## config.mk

```make
export PLATFORM = sky130hd
export DESIGN_NAME = cla_seq_divider
export DESIGN_NICKNAME = d
export VERILOG_FILES = /design/src/rtl/cla_seq_divider.sv
export SDC_FILE = /design/constraint.sdc
export NUM_CORES = 1
export LEC_CHECK = 0
export ABC_AREA = 0
export BUFFER_PORTS_ARGS = -buffer_cell sky130_fd_sc_hd__buf_2
export CAP_MARGIN = 20
export CORE_MARGIN = 2
export CORE_UTILIZATION = 25
export DETAILED_ROUTE_END_ITERATION = 10
export GPL_TIMING_DRIVEN = 0
export HOLD_SLACK_MARGIN = 0.1
export PLACE_DENSITY = 0.43
export SYNTH_ARGS = -nofsm -noshare
export SYNTH_HDL_FRONTEND = slang
export SYNTH_SLANG_ARGS = --single-unit
```

## constraint.sdc

```tcl
create_clock -name sys_clk -period 2.51 [get_ports sys_clk]
set_input_delay 0.1255 -clock sys_clk [delete_from_list [all_inputs] [get_ports sys_clk]]
set_output_delay 0.1255 -clock sys_clk [all_outputs]
set_load 0.01 [all_outputs]
```

## src/rtl/cla_seq_divider.sv

```systemverilog
// Unsigned iterative restoring divider with a start/busy/done handshake.
// Each iteration is one trial subtraction done as add-with-complement, carry-in = 1.
module cla_seq_divider #(
  parameter int WIDTH = 4
) (
  input  logic             sys_clk,
  input  logic             sys_rst,
  input  logic             start,
  input  logic [WIDTH-1:0] dividend,
  input  logic [WIDTH-1:0] divisor,
  output logic             busy,
  output logic             done,
  output logic [WIDTH-1:0] quotient,
  output logic [WIDTH-1:0] remainder,
  output logic             div_zero
);

  localparam int CW = (WIDTH > 2) ? $clog2(WIDTH) : 1;

  localparam logic [1:0] S_IDLE = 2'd0;
  localparam logic [1:0] S_CALC = 2'd1;
  localparam logic [1:0] S_DONE = 2'd2;

  logic [1:0]       r_state;
  logic [CW-1:0]    r_cnt;
  logic [WIDTH-1:0] r_rem;
  logic [WIDTH-1:0] r_quo;
  logic [WIDTH-1:0] r_div;
  logic             r_busy;
  logic             r_done;
  logic [WIDTH-1:0] r_quot_out;
  logic [WIDTH-1:0] r_rem_out;
  logic             r_dz;

  logic [1:0]       w_state_nxt;
  logic [CW-1:0]    w_cnt_nxt;
  logic [WIDTH-1:0] w_rem_nxt;
  logic [WIDTH-1:0] w_quo_nxt;
  logic [WIDTH-1:0] w_div_nxt;
  logic             w_busy_nxt;
  logic             w_done_nxt;
  logic [WIDTH-1:0] w_quot_out_nxt;
  logic [WIDTH-1:0] w_rem_out_nxt;
  logic             w_dz_nxt;

  // Held partial remainder stays below the divisor, so WIDTH bits suffice;
  // the shifted value needs one extra bit so the shifted-in bit never overflows.
  logic [WIDTH:0]   w_rem_sh;
  logic [WIDTH-1:0] w_quo_sh;
  logic [WIDTH:0]   w_trial;
  logic [WIDTH-1:0] w_rem_step;
  logic [WIDTH-1:0] w_quo_step;

  // One restoring step: shift, trial subtract via complement add, keep or restore.
  always_comb begin
    w_rem_sh = {r_rem, r_quo[WIDTH-1]};
    w_quo_sh = {r_quo[WIDTH-2:0], 1'b0};
    w_trial  = w_rem_sh + ~{1'b0, r_div} + {{WIDTH{1'b0}}, 1'b1};
    if (w_trial[WIDTH] == 1'b0) begin
      w_rem_step = w_trial[WIDTH-1:0];
      w_quo_step = w_quo_sh | {{(WIDTH-1){1'b0}}, 1'b1};
    end else begin
      w_rem_step = w_rem_sh[WIDTH-1:0];
      w_quo_step = w_quo_sh;
    end
  end

  // Next-state and next-output decode for the IDLE/CALC/DONE controller.
  always_comb begin
    w_state_nxt    = r_state;
    w_cnt_nxt      = r_cnt;
    w_rem_nxt      = r_rem;
    w_quo_nxt      = r_quo;
    w_div_nxt      = r_div;
    w_busy_nxt     = r_busy;
    w_done_nxt     = 1'b0;
    w_quot_out_nxt = r_quot_out;
    w_rem_out_nxt  = r_rem_out;
    w_dz_nxt       = r_dz;
    case (r_state)
      S_IDLE: begin
        if (start) begin
          w_div_nxt  = divisor;
          w_busy_nxt = 1'b1;
          if (divisor == {WIDTH{1'b0}}) begin
            w_state_nxt    = S_DONE;
            w_done_nxt     = 1'b1;
            w_quot_out_nxt = {WIDTH{1'b1}};
            w_rem_out_nxt  = dividend;
            w_dz_nxt       = 1'b1;
          end else begin
            w_state_nxt = S_CALC;
            w_rem_nxt   = {WIDTH{1'b0}};
            w_quo_nxt   = dividend;
            w_cnt_nxt   = {CW{1'b0}};
          end
        end else begin
          w_busy_nxt = 1'b0;
        end
      end
      S_CALC: begin
        w_rem_nxt = w_rem_step;
        w_quo_nxt = w_quo_step;
        w_cnt_nxt = r_cnt + CW'(1);
        if (r_cnt == CW'(WIDTH - 1)) begin
          w_state_nxt    = S_DONE;
          w_done_nxt     = 1'b1;
          w_quot_out_nxt = w_quo_step;
          w_rem_out_nxt  = w_rem_step;
          w_dz_nxt       = 1'b0;
        end else begin
          w_state_nxt = S_CALC;
        end
      end
      S_DONE: begin
        w_state_nxt = S_IDLE;
        w_busy_nxt  = 1'b0;
      end
      default: begin
        w_state_nxt = S_IDLE;
        w_busy_nxt  = 1'b0;
      end
    endcase
  end

  // State, working registers and registered outputs; reset wins over everything.
  always_ff @(posedge sys_clk) begin
    if (sys_rst) begin
      r_state    <= S_IDLE;
      r_cnt      <= {CW{1'b0}};
      r_rem      <= {WIDTH{1'b0}};
      r_quo      <= {WIDTH{1'b0}};
      r_div      <= {WIDTH{1'b0}};
      r_busy     <= 1'b0;
      r_done     <= 1'b0;
      r_quot_out <= {WIDTH{1'b0}};
      r_rem_out  <= {WIDTH{1'b0}};
      r_dz       <= 1'b0;
    end else begin
      r_state    <= w_state_nxt;
      r_cnt      <= w_cnt_nxt;
      r_rem      <= w_rem_nxt;
      r_quo      <= w_quo_nxt;
      r_div      <= w_div_nxt;
      r_busy     <= w_busy_nxt;
      r_done     <= w_done_nxt;
      r_quot_out <= w_quot_out_nxt;
      r_rem_out  <= w_rem_out_nxt;
      r_dz       <= w_dz_nxt;
    end
  end

  assign busy      = r_busy;
  assign done      = r_done;
  assign quotient  = r_quot_out;
  assign remainder = r_rem_out;
  assign div_zero  = r_dz;

endmodule

```

==> flow_metrics.py <==
metrics = {
    "power_and_ir_drop": {
        "p_sw_frac": 0.293,
        "cellPowerDensity_nw_per_um2": 584,
        "p_seq_frac": 0.519,
        "cellLeakagePower_nw": 0.621,
        "p_switching_w": 0.000265,
        "power_frac_comb": 0.202,
        "pwr-share-clk": 0.280,
        "vdd_drop_max_mv": 0.224,
        "intPower_w": 0.000639,
    },
    "clock_tree": {
        "cts_root_buffer": "clkbuf_8",
        "clock-sinks": 27,
        "cts_setup_buffers": 0,
        "h-tree-depth": 1,
        "clockBufferDepth": 2,
        "cts_buffers": 3,
        "path_clk_slew_ns": 0.10,
        "cts_tree": "done",
        "insertion_delay_ns": 0.28,
    },
    "finish": {
        "final_area_um2": 1550,
        "final_common_cell": "nor2_1",
        "most-common-layout-cells": "nor2_1, dfxtp_1, buf_2",
        "final_nets": 192,
        "post-route-util": 0.305,
        "syn2layout_area_growth_pct": 18.4,
        "num_antenna_cells": 0,
        "drive_gt1_frac": 0.247,
    },
    "die": {
        "coreArea_um2": 5070,
        "start_util": 0.258,
        "die_area_um2": 5830,
        "io_pins": 22,
        "die_w_um": 76.4,
        "std_cell_rows": 26,
        "die_y_um": 76.4,
    },
    "placement": {
        "gp_routability_congestion": 0.769,
        "pre_cts_ws_ns": 0.129,
        "dp_hpwl_um": 2310,
        "placed_area_um2": 1500,
        "portBuffers": 20,
    },
    "synth": {
        "syn_area_um2": 1310,
        "syn_nets": 167,
        "ys.warnings.count": 0,
        "avgSynthCellArea_um2": 8.73,
        "ys_ff_latch": 27,
        "yosysSeqAreaShare": 0.413,
        "postSynthCellCount": 150,
        "synth.distinct_cells": 38,
    },
    "timing": {
        "worst_pin_slew_ns": 0.612,
        "layout_min_cycle_time_ns": 2.33,
        "rsz0062_at_grt": "yes",
        "slew_headroom": 0.589,
        "fin_ws_ns": 0.180,
        "final-hold-violation-count": 0,
        "fin_skew_ns": 0.00911,
        "drv_slew": 0,
        "fmax_mhz": 429,
        "fin_crit_sh": 0.928,
        "setup_viol": 0,
    },
    "route": {
        "detail-route-antenna-nets": 0,
        "drtIter0Drc": 45,
        "first_pass_iters": 4,
        "drc_errors": 0,
        "drt-total-wl_um": 3020,
        "vias_per_cell": 4.47,
        "wl_per_cell_um": 12.4,
        "vias": 1091,
    },
    "worst_setup_path": {
        "crit_slowest_cell": "fa_1",
        "start_kind": "flop",
        "cpLargestDelayFamily": "adder cells",
        "critPathMaxStageDelay_ns": 0.39,
        "worstPathRequired_ns": 2.71,
        "path_buf_inv": 1,
        "crit_type": "flop to flop",
        "arrival_ns": 2.53,
        "end_kind": "flop",
        "crit_fanout": 3,
        "path_cells": "inv_1 -> ha_1 -> fa_1 -> nand2b_1 -> a21oi_2 -> xnor2_1 -> mux2_4 -> a311oi_2",
    },
    "run": {
        "maxCapViolCount": 0,
    },
    "run_status": {
        "status": "complete, no violations",
    },
    "grt": {
        "grt_pass1_vias": 1081,
        "grt_pass1_wl_um": 5260,
        "grt_max_degree": 17,
        "antenna_found_initial": 0,
        "grt.total_usage": 0.111,
        "grt_overflow_total": 0,
    },
    "min_path": {
        "hp-class": "input port to flop",
    },
}
[through the flow]
stage	power (W)	setup TNS, ns	hold WS (ns)	std cells
CTS	0.000921	0	0.101	244
global route	0.000961	-0.00558	0.125	244
global placement	0.000656	0	0.380	240
floorplan	0.000610	0	0.264	150
detailed placement	0.000660	0	0.391	240
finish	0.000904	0	0.109	244
[power by group through the flow]
stage	sequential (W)	combinational [W]	clock [W]
floorplan	0.000477	0.000133	0
global placement	0.000478	0.000178	0
detailed placement	0.000479	0.000181	0
CTS	0.000469	0.000182	0.000269
global route	0.000472	0.000208	0.000281
finish	0.000469	0.000182	0.000253
[what timing repair did]
item | 4_1_cts | 5_1_grt
setup endpoints to repair | 0 | 2
hold buffers | 0 | 0
resized for setup | 0 | 1
[registers in the layout, indices dropped and copies added, names as in the netlist]
register / count
busy: 1
div_zero: 1
done: 1
quotient: 4
r_cnt: 2
r_div: 4
r_quo: 4
r_rem: 4
r_state: 2
remainder: 4
[synthesized netlist by cell type]
cell	number	area (um2)
o21ai_0	1	5.00
nand3_1	2	10.0
a311oi_2	1	15.0
nand2_1	14	52.6
buf_1	1	3.75
a21oi_2	2	17.5
xnor2_1	1	8.76
buf_2	3	15.0
o211ai_1	1	7.51
ha_1	5	62.6
nor4_1	1	6.26
and2_1	1	6.26
a311oi_1	7	61.3
xor2_2	1	16.3
nor3b_2	1	12.5
nand2b_1	4	25.0
fa_1	1	20.0
inv_1	5	18.8
nor2b_1	2	12.5
a31oi_1	2	12.5
a22oi_1	1	7.51
mux2_4	1	15.0
clkbuf_1	2	7.51
mux2i_1	3	30.0
mux2_2	1	11.3
buf_6	2	22.5
a211oi_1	1	7.51
a211oi_2	2	25.0
o21bai_1	1	7.51
nand2_2	1	6.26
nor2_1	34	128
a22oi_2	1	12.5
a21oi_1	11	55.1
nor2_4	1	11.3
or4_4	1	11.3
nor3_1	3	15.0
or2_1	1	6.26
dfxtp_1	27	541
[worst reg2reg max path, cell delays in order (launching register included)]
cell and delay [ns]:
dfxtp_1 0.36, inv_1 0.07, ha_1 0.22, fa_1 0.39
nand2b_1 0.19, a21oi_2 0.21, xnor2_1 0.24, mux2_4 0.35
a311oi_2 0.22
[cell type report]
type | instances | area [um2]
Timing Repair Buffer | 20 | 100
Tap cell | 70 | 87.6
Multi-Input combinational cell | 110 | 704
Sequential cell | 27 | 541
Clock inverter | 1 | 7.51
Buffer | 8 | 48.8
Clock buffer | 3 | 41.3
Fill cell | 577 | 3530
Inverter | 5 | 18.8
[path summary, 6_finish.rpt]
check | start | end | slack (ns) | cells past startpoint
max | r_quo[3]$_SDFFE_PP0P_ | remainder[2]$_SDFFE_PP0P_ | 0.18 | 8
min | divisor[3] | r_div[3]$_SDFFE_PP0P_ | 0.11 | 3
max reg2reg | r_quo[3]$_SDFFE_PP0P_ | remainder[2]$_SDFFE_PP0P_ | 0.18 | 8
min reg2reg | div_zero$_SDFFE_PP0P_ | div_zero$_SDFFE_PP0P_ | 0.49 | 2
[routing by layer]
layer / routed length [um] / part of all wire / track usage / vias up
li1: - / - / - / 561
met1: 1520 / 0.50 / 0.148 / 502
met3: 165 / 0.055 / 0.0296 / 2
met5: 0 / 0 / 0 / -
met2: 1320 / 0.44 / 0.183 / 26
met4: 16 / 0.0053 / 0.0218 / 0
[logic make-up (layout without fill, tap and decap cells)]
group	after synthesis	in the layout	share of synthesized area
buf+inv	13	37	0.0516
simple gates	66	66	0.231
flops	27	27	0.413
compound gates	31	31	0.179
mux	5	5	0.0430
fa+ha+maj	6	6	0.0631
xor+xnor	2	2	0.0191
No activity file was read; power rests on OpenSTA's default activity.
